===== config.mk =====
export PLATFORM = sky130hd
export DESIGN_NAME = pll_reset_sequencer_flat
export DESIGN_NICKNAME = d
export VERILOG_FILES = /design/src/rtl/pll_pkg.sv /design/src/rtl/pll_reset_sequencer_if.sv /design/src/rtl/pll_reset_sequencer_sync_bit.sv /design/src/rtl/pll_reset_sequencer.sv /design/src/flat_wrapper.sv
export SDC_FILE = /design/constraint.sdc
export NUM_CORES = 1
export LEC_CHECK = 0
export ABC_AREA = 0
export BUFFER_PORTS_ARGS = -buffer_cell sky130_fd_sc_hd__buf_2
export CAP_MARGIN = 20
export CORE_MARGIN = 2
export CORE_UTILIZATION = 40
export CTS_CLUSTER_DIAMETER = 30
export DETAILED_ROUTE_END_ITERATION = 6
export SLEW_MARGIN = 20
export SYNTH_ARGS = -nofsm -noshare
export SYNTH_HDL_FRONTEND = slang
export SYNTH_SLANG_ARGS = --single-unit

===== constraint.sdc =====
create_clock -name clkin -period 1.8 [get_ports clkin]
set_input_delay 0.09 -clock clkin [delete_from_list [all_inputs] [get_ports clkin]]
set_output_delay 0.09 -clock clkin [all_outputs]
set_load 0.01 [all_outputs]

===== src/rtl/pll_pkg.sv =====
// rtl/pll_pkg.sv - shared state encoding and helpers for the PLL reset sequencer
package pll_pkg;

  localparam int STATE_W = 2;

  typedef enum logic [STATE_W-1:0] {
    WAIT_LOCK = 2'd0,
    STABLE    = 2'd1,
    HOLD      = 2'd2,
    RUN       = 2'd3
  } pll_state_e;

  function automatic int max_int(input int a, input int b);
    return (a > b) ? a : b;
  endfunction

endpackage


===== src/rtl/pll_reset_sequencer_if.sv =====
// rtl/pll_reset_sequencer_if.sv - lock input, debug controls and reset/status outputs of the sequencer
interface pll_reset_sequencer_if
  import pll_pkg::*;
#(
  parameter int LOSS_CNT_W = 8
);

  logic                  locked;
  logic                  clear_lost;
  logic                  sys_rst_n;
  logic                  ready;
  logic                  lock_lost;
  logic [LOSS_CNT_W-1:0] loss_count;
  logic [STATE_W-1:0]    fsm_state;

  // Side that drives the PLL lock flag and consumes the system reset.
  modport master (
    output locked,
    output clear_lost,
    input  sys_rst_n,
    input  ready,
    input  lock_lost,
    input  loss_count,
    input  fsm_state
  );

  // The sequencer itself.
  modport slave (
    input  locked,
    input  clear_lost,
    output sys_rst_n,
    output ready,
    output lock_lost,
    output loss_count,
    output fsm_state
  );

endinterface


===== src/rtl/pll_reset_sequencer_sync_bit.sv =====
// rtl/pll_reset_sequencer_sync_bit.sv - multi-flop single-bit synchronizer with async active-low clear
module sync_bit #(
  parameter int STAGES = 2
) (
  input  logic clk,
  input  logic rst_n,
  input  logic d,
  output logic q
);

  logic [STAGES-1:0] sync_q;
  logic [STAGES-1:0] sync_d;

  // Shift the asynchronous input one stage deeper each cycle.
  always_comb begin
    sync_d = {sync_q[STAGES-2:0], d};
  end

  // Synchronizer chain; cleared so a fresh lock must re-propagate after reset.
  always_ff @(posedge clk or negedge rst_n) begin
    if (!rst_n) begin
      sync_q <= '0;
    end else begin
      sync_q <= sync_d;
    end
  end

  assign q = sync_q[STAGES-1];

endmodule


===== src/rtl/pll_reset_sequencer.sv =====
// rtl/pll_reset_sequencer.sv - debounces PLL lock, times the reset hold and tracks lock losses
module pll_reset_sequencer
  import pll_pkg::*;
#(
  parameter int SYNC_STAGES        = 2,
  parameter int LOCK_STABLE_CYCLES = 16,
  parameter int HOLD_CYCLES        = 32,
  parameter int LOSS_CNT_W         = 8
) (
  input  logic                 clkin,
  input  logic                 rst_n,
  pll_reset_sequencer_if.slave bus
);

  localparam int CNT_MAX = max_int(LOCK_STABLE_CYCLES, HOLD_CYCLES);
  localparam int CNT_W   = $clog2(CNT_MAX + 1);
  localparam logic [CNT_W-1:0] STABLE_TERM = CNT_W'(LOCK_STABLE_CYCLES);
  localparam logic [CNT_W-1:0] HOLD_TERM   = CNT_W'(HOLD_CYCLES);
  localparam logic [CNT_W-1:0] CNT_ONE     = CNT_W'(1);

  logic                  lock_s;
  logic                  loss_evt;
  pll_state_e            state_q, state_d;
  logic [CNT_W-1:0]      cnt_q, cnt_d;
  logic                  sys_rst_n_q, sys_rst_n_d;
  logic                  ready_q, ready_d;
  logic                  lock_lost_q, lock_lost_d;
  logic [LOSS_CNT_W-1:0] loss_count_q, loss_count_d;

  sync_bit #(
    .STAGES(SYNC_STAGES)
  ) u_lock_sync (
    .clk  (clkin),
    .rst_n(rst_n),
    .d    (bus.locked),
    .q    (lock_s)
  );

  // Next state, phase counter and registered outputs; any drop of lock_s returns to WAIT_LOCK.
  always_comb begin
    state_d      = state_q;
    cnt_d        = cnt_q;
    loss_evt     = 1'b0;
    case (state_q)
      WAIT_LOCK: begin
        cnt_d = '0;
        if (lock_s) begin
          state_d = STABLE;
          cnt_d   = CNT_ONE;
        end
      end
      STABLE: begin
        if (!lock_s) begin
          state_d = WAIT_LOCK;
          cnt_d   = '0;
        end else if (cnt_q == STABLE_TERM) begin
          state_d = HOLD;
          cnt_d   = CNT_ONE;
        end else begin
          cnt_d = cnt_q + CNT_ONE;
        end
      end
      HOLD: begin
        if (!lock_s) begin
          state_d = WAIT_LOCK;
          cnt_d   = '0;
        end else if (cnt_q == HOLD_TERM) begin
          state_d = RUN;
          cnt_d   = '0;
        end else begin
          cnt_d = cnt_q + CNT_ONE;
        end
      end
      RUN: begin
        cnt_d = '0;
        if (!lock_s) begin
          state_d  = WAIT_LOCK;
          loss_evt = 1'b1;
        end
      end
      default: begin
        state_d = WAIT_LOCK;
        cnt_d   = '0;
      end
    endcase

    // Reset release and ready are registered on the same edge that enters RUN.
    sys_rst_n_d = (state_d == RUN);
    ready_d     = (state_d == RUN);

    loss_count_d = loss_count_q;
    if (loss_evt && (loss_count_q != {LOSS_CNT_W{1'b1}})) begin
      loss_count_d = loss_count_q + LOSS_CNT_W'(1);
    end

    // A loss on the same edge as a clear keeps the flag set.
    if (loss_evt) begin
      lock_lost_d = 1'b1;
    end else if (bus.clear_lost) begin
      lock_lost_d = 1'b0;
    end else begin
      lock_lost_d = lock_lost_q;
    end
  end

  // State, counter and output registers; board reset forces everything to the safe values.
  always_ff @(posedge clkin or negedge rst_n) begin
    if (!rst_n) begin
      state_q      <= WAIT_LOCK;
      cnt_q        <= '0;
      sys_rst_n_q  <= 1'b0;
      ready_q      <= 1'b0;
      lock_lost_q  <= 1'b0;
      loss_count_q <= '0;
    end else begin
      state_q      <= state_d;
      cnt_q        <= cnt_d;
      sys_rst_n_q  <= sys_rst_n_d;
      ready_q      <= ready_d;
      lock_lost_q  <= lock_lost_d;
      loss_count_q <= loss_count_d;
    end
  end

  assign bus.sys_rst_n  = sys_rst_n_q;
  assign bus.ready      = ready_q;
  assign bus.lock_lost  = lock_lost_q;
  assign bus.loss_count = loss_count_q;
  assign bus.fsm_state  = state_q;

endmodule


===== src/flat_wrapper.sv =====
// flat-port wrapper written by rule: the top's interface ports become plain ports
module pll_reset_sequencer_flat import pll_pkg::*;
#(
  parameter int SYNC_STAGES        = 2,
  parameter int LOCK_STABLE_CYCLES = 16,
  parameter int HOLD_CYCLES        = 32,
  parameter int LOSS_CNT_W         = 8
)
  (clkin, rst_n, bus_locked, bus_clear_lost, bus_sys_rst_n, bus_ready, bus_lock_lost, bus_loss_count, bus_fsm_state);
  pll_reset_sequencer_if #(.LOSS_CNT_W(LOSS_CNT_W)) bus_i ();
  input  logic clkin;
  input  logic rst_n;
  input wire logic [$bits(bus_i.locked)-1:0] bus_locked;
  input wire logic [$bits(bus_i.clear_lost)-1:0] bus_clear_lost;
  output wire logic [$bits(bus_i.sys_rst_n)-1:0] bus_sys_rst_n;
  output wire logic [$bits(bus_i.ready)-1:0] bus_ready;
  output wire logic [$bits(bus_i.lock_lost)-1:0] bus_lock_lost;
  output wire logic [$bits(bus_i.loss_count)-1:0] bus_loss_count;
  output wire logic [$bits(bus_i.fsm_state)-1:0] bus_fsm_state;
  assign bus_i.locked = bus_locked;
  assign bus_i.clear_lost = bus_clear_lost;
  assign bus_sys_rst_n = bus_i.sys_rst_n;
  assign bus_ready = bus_i.ready;
  assign bus_lock_lost = bus_i.lock_lost;
  assign bus_loss_count = bus_i.loss_count;
  assign bus_fsm_state = bus_i.fsm_state;
  pll_reset_sequencer #(.SYNC_STAGES(SYNC_STAGES), .LOCK_STABLE_CYCLES(LOCK_STABLE_CYCLES), .HOLD_CYCLES(HOLD_CYCLES), .LOSS_CNT_W(LOSS_CNT_W)) u_core (.clkin(clkin), .rst_n(rst_n), .bus(bus_i));
endmodule

### Yosys cells after proc, flatten, opt, wreduce, memory -nomap -nowiden

Cells that the tools add are included.

| operators by class | value |
|---|---|
| add/subtract/negate cells | 2 |
| equality and inequality tests | 7 |
| multiplexer cells | 17 |
| reductions and logical operators | 3 |

Operator list:

| cell | count |
|---|---|
| 6-bit two-way mux | 4 |
| 6-bit one-hot mux with 4 select lines | 1 |
| 2-bit two-way mux | 6 |
| 8-bit by 1-bit adder with 8-bit output (second input constant) | 1 |
| 8-bit != test (second input constant) | 1 |
| 2-bit one-hot mux with 4 select lines | 1 |
| 6-bit by 1-bit adder with 6-bit output (second input constant) | 1 |
| 2-bit equality test (second input constant) | 3 |
| 6-bit by 5-bit equality test with 1-bit output (second input constant) | 1 |
| 6-bit equality test (second input constant) | 1 |
| 1-bit two-way mux | 5 |
| 2-bit by 1-bit equality test with 1-bit output (second input constant) | 1 |
| 2-bit zero test | 1 |
| 2-bit nonzero test | 1 |
| 1-bit logical AND | 1 |

| storage, ports and cells | value |
|---|---|
| register bits after elaboration | 20 |
| word-level logic and storage cells | 35 |

### Longest topological paths before layout

| logic depth | value |
|---|---|
| word-level depth | 5 |
| depth in mapped cells | 5 |
| gate-level depth less buffers | 5 |

### Modules after synthesis

A second synthesis with hierarchy kept.

| unflattened totals | value |
|---|---|
| cells, all modules | 85 |
| area total of the unflattened synthesis | 963.4 µm² |

By module, submodules not included:

| module | instances | cells each | area an instance (µm²) |
|---|---|---|---|
| pll_reset_sequencer | 1 | 83 | 913.4 |
| sync_bit | 1 | 2 | 50.0 |

### Worst setup path after synthesis

OpenSTA, ideal clock, no wires.

| timing path | value |
|---|---|
| kind | reg2reg |
| from | register u_core.cnt_q[0] |
| to | register u_core.cnt_q[5] |
| arrival time | 1.382 ns |
| required time | 1.654 ns |
| path slack | 0.272 ns |
| cell stages (with the launch flop) | 6 |
| buffers on the path | 0 |
| clock period less this slack | 1.528 ns |
| cell sequence | dfrtp_1 -> inv_1 -> ha_1 -> or3b_4 -> o311ai_4 -> a221oi_1 |

| on the way | value |
|---|---|
| word-level cells in the longest chain between the ends | 4 |
| elaborated cells on any way between the ends | 8 |
| those cells by class | add/sub (1); eq/ne (2); mux (5) |

Ends and longest elaborated chain:

| element | RTL line | text |
|---|---|---|
| from (decl) | pll_reset_sequencer.sv:24 | `logic [CNT_W-1:0] cnt_q, cnt_d;` |
| from (signal assigned) | pll_reset_sequencer.sv:117 | `cnt_q <= cnt_d;` |
| 6-bit by 1-bit adder with 6-bit output, or another cell as far along | pll_reset_sequencer.sv:60, pll_reset_sequencer.sv:71 |  |
| 6-bit two-way mux, on equally long branches | pll_reset_sequencer.sv:67, pll_reset_sequencer.sv:56 |  |
| 6-bit two-way mux, on equally long branches | pll_reset_sequencer.sv:64, pll_reset_sequencer.sv:53 |  |
| 6-bit one-hot mux with 4 select lines * | pll_reset_sequencer.sv:44 | `case (state_q)` |
| net u_core.cnt_d[5] | pll_reset_sequencer.sv:24 |  |

The timed path passes the listed nets; every way through them passes the cells marked *.
A chain may end at the register's enable or synchronous reset.

### Final worst setup path

Same ends and word-level chain as after synthesis.

==> impl_metrics.py <==
metrics = {
    "cells_and_area": {
        "final_common_cell": "dfrtp_1",
        "drive_gt1_frac": 0.235,
        "areaGrowthSynthToFinish_pct": 17.7,
        "num-nets-final": 123,
        "diodes": 0,
        "final-instance-count-excl-fill": 145,
        "final_cell_mix": "dfrtp_1, buf_2, inv_1",
        "final_area_mm2": 0.00120,
    },
    "timing": {
        "tightest_slew_ps": 472,
        "holdWs_ps": 259,
        "fin_crit_ps": 1690,
        "fin_worst_skew_ps": 2.57,
        "setup_tns_ps": 0,
        "setup_viol": 0,
        "hold_violations": 0,
        "period_share": 0.936,
        "drv_slew": 0,
        "max_freq_mhz": 593,
        "grt_setup_unrepaired": "no",
        "relSlewSlack": 0.684,
    },
    "floorplan": {
        "core_area_mm2": 0.00243,
        "die_area_mm2": 0.00296,
        "fp.dieH_um": 54.4,
        "die_w_um": 54.4,
        "start_util": 0.418,
        "rows": 18,
        "boundaryPins": 17,
    },
    "placement": {
        "place_area_mm2": 0.00113,
        "finalWeightedCongestion": 0.804,
        "io_buffers": 16,
        "dp_cells": 138,
        "place_hpwl_um": 1490,
    },
    "clock_network": {
        "postCtsSetupRepairBufs": 0,
        "cts_root_buf": "clkbuf_4",
        "htreeDepth": 1,
        "cts_buffers": 3,
        "path_clk_slew_ps": 110,
        "clock_path_buffers": 2,
        "clock_sinks": 20,
        "clock_latency_ps": 290,
        "cts_tree": "built",
    },
    "global_routing": {
        "grt_pass1_vias": 767,
        "antenna_found_initial": 0,
        "grt_pass1_wl_um": 3360,
        "overflow": 0,
        "grt_usage": 0.158,
        "grt_start_max_net_pins": 21,
    },
    "worst_setup_path": {
        "start_kind": "register",
        "cp_top_family": "compound AO/OA/AOI/OAI gates",
        "cp_max_fo": 6,
        "max_stage_delay_ps": 440,
        "arrival_ps": 1850,
        "required_ps": 1960,
        "crit_buf_inv": 1,
        "worst_setup_path_end_kind": "register",
        "cpMaxStageDelayCell": "dfrtp_1",
        "crit_type": "register to register",
        "worstPathCellList": "inv_1, ha_1, or3b_4, o311ai_4, a221oi_1",
    },
    "power_and_ir_drop": {
        "comb_power_share": 0.064,
        "p_clk_frac": 0.333,
        "seq_power_share": 0.603,
        "leakagePower_nw": 0.560,
        "vdd_drop_max_mv": 0.425,
        "p_sw_frac": 0.223,
        "switchingPower_w": 0.000172,
        "power.total_w": 0.000772,
        "internal_power_w": 0.000600,
        "p_per_area_mw_per_mm2": 645,
    },
    "yosys": {
        "yosys.area.top_type": "dfrtp_1",
        "netlist.area_leader.share": 0.492,
        "muxShareOfSynthArea": 0.0443,
        "synth_compound_area_frac": 0.164,
        "synth.ff_latch_count": 20,
        "synth.yosys.seq_area_share": 0.492,
        "synth_area_per_cell_um2": 10.9,
        "synthTopCellsByArea": "dfrtp_1, ha_1, mux2_2, a211oi_1, inv_1",
        "ys_types": 38,
        "yosysWarnings": 0,
        "synth_fp_nets": 100,
        "synth-xor-area-share": 0.0517,
        "synth_cells": 93,
        "netlist_area_mm2": 0.00102,
        "synth_top_family_by_area": "compound AO/OA/AOI/OAI gates",
        "synth_fa_ha_area_frac": 0.0369,
        "yosys.area_share.simple": 0.162,
    },
    "routing": {
        "dr.first_iter.drc_count": 22,
        "drt-wirelength-per-cell_um": 14.1,
        "via_per_inst": 5.37,
        "via_count": 779,
        "drt_first_pass_iters": 4,
        "route.antenna.remaining_nets": 0,
        "drc": 0,
        "drt_wl_total_um": 2050,
    },
    "min_path": {
        "hold_class": "input pin to asynchronous set/reset pin",
    },
    "outcome": {
        "status": "complete, no violations",
    },
    "run": {
        "drv_cap": 0,
    },
}
==> per-layer routing <==
metal | routed length, um | vias up | GRT usage
met2 | 1010 | 14 | 0.265
met3 | 93 | 0 | 0.0328
li1 | - | 388 | -
met4 | 0 | 0 | 0.0583
met1 | 947 | 377 | 0.200
met5 | 0 | - | 0
==> cell families after synthesis <==
kind of cell,after synthesis
buffers and inverters,11
XOR/XNOR,6
AO/OA/AOI/OAI,21
adder cells (fa/ha/maj),3
AND/OR/NAND/NOR,28
flip-flops,20
multiplexers,4
==> metrics by stage <==
stage | util | worst slack, ps
4_1_cts | 0.492 | 98.3
3_3_place_gp | 0.465 | 149
6_report | 0.492 | 115
3_5_place_dp | 0.465 | 117
5_1_grt | 0.492 | 8.76
2_1_floorplan | - | 272
==> power groups by stage <==
stage | clock network [W] | registers, W | logic, W
after floorplan | 0 | 0.000471 | 0.0000282
after global placement | 0 | 0.000475 | 0.0000439
after detailed placement | 0 | 0.000474 | 0.0000459
after CTS | 0.000267 | 0.000466 | 0.0000508
after global routing | 0.000286 | 0.000467 | 0.0000560
final | 0.000258 | 0.000466 | 0.0000491
==> final cells by class <==
| cell class | count | area [um2] |
|---|---|---|
| Clock buffer | 4 | 36.3 |
| Fill cell | 235 | 1230 |
| Inverter | 8 | 30.0 |
| Multi-Input combinational cell | 62 | 468 |
| Sequential cell | 20 | 500 |
| Tap cell | 30 | 37.5 |
| Timing Repair Buffer | 21 | 125 |
==> cell usage after synthesis (all sizes together) <==
| cell type | count |
|---|---|
| nor3 | 2 |
| dfrtp | 20 |
| xnor2 | 3 |
| xor2 | 3 |
| o311ai | 1 |
| nand3 | 4 |
| and4 | 1 |
| nand4 | 2 |
| nand3b | 1 |
| and3 | 1 |
| and3b | 1 |
| nor2b | 1 |
| ha | 3 |
| inv | 8 |
| a31oi | 1 |
| or3b | 1 |
| a311oi | 1 |
| a221oi | 1 |
| a21oi | 2 |
| nand4b | 1 |
| nor2 | 1 |
| a211o | 1 |
| a41oi | 1 |
| nor4 | 2 |
| or3 | 1 |
| o311a | 1 |
| a2111oi | 1 |
| o21ai | 6 |
| nand2b | 2 |
| a211oi | 4 |
| buf | 3 |
| mux2 | 4 |
| nor3b | 1 |
| nand2 | 6 |
| o211a | 1 |
==> worst register-to-register path, stage by stage, from the launching register on <==
cell	delay, ps
dfrtp_1	440
inv_1	80
ha_1	150
or3b_4	410
o311ai_4	330
a221oi_1	160
==> state kept, by name, indices dropped and copies added (netlist names) <==
register                   flops
u_core.bus.sys_rst_n           1
u_core.bus.fsm_state           2
u_core.u_lock_sync.sync_q      2
u_core.bus.lock_lost           1
u_core.bus.loss_count          8
u_core.cnt_q                   6
==> final timing paths <==
kind                                              start                      endpoint  slack (ps)  depth (start not counted)
setup / recovery                        u_core.cnt_q[0]               u_core.cnt_q[5]         110                          5
hold / removal                                    rst_n          u_core.bus.sys_rst_n         260                          2
setup reg to reg                        u_core.cnt_q[0]               u_core.cnt_q[5]         110                          5
hold reg to reg            u_core.u_lock_sync.sync_q[0]  u_core.u_lock_sync.sync_q[1]         360                          0
max in group asynchronous                         rst_n       u_core.bus.fsm_state[1]        1230                          2
min in group clkin         u_core.u_lock_sync.sync_q[0]  u_core.u_lock_sync.sync_q[1]         360                          0
==> what timing repair did <==
action,in CTS,in global routing
hold endpoints to repair,22,0
setup endpoints to repair,0,1
gates resized for setup,0,1
hold buffers,3,0
No activity file was read; power rests on OpenSTA's default activity.
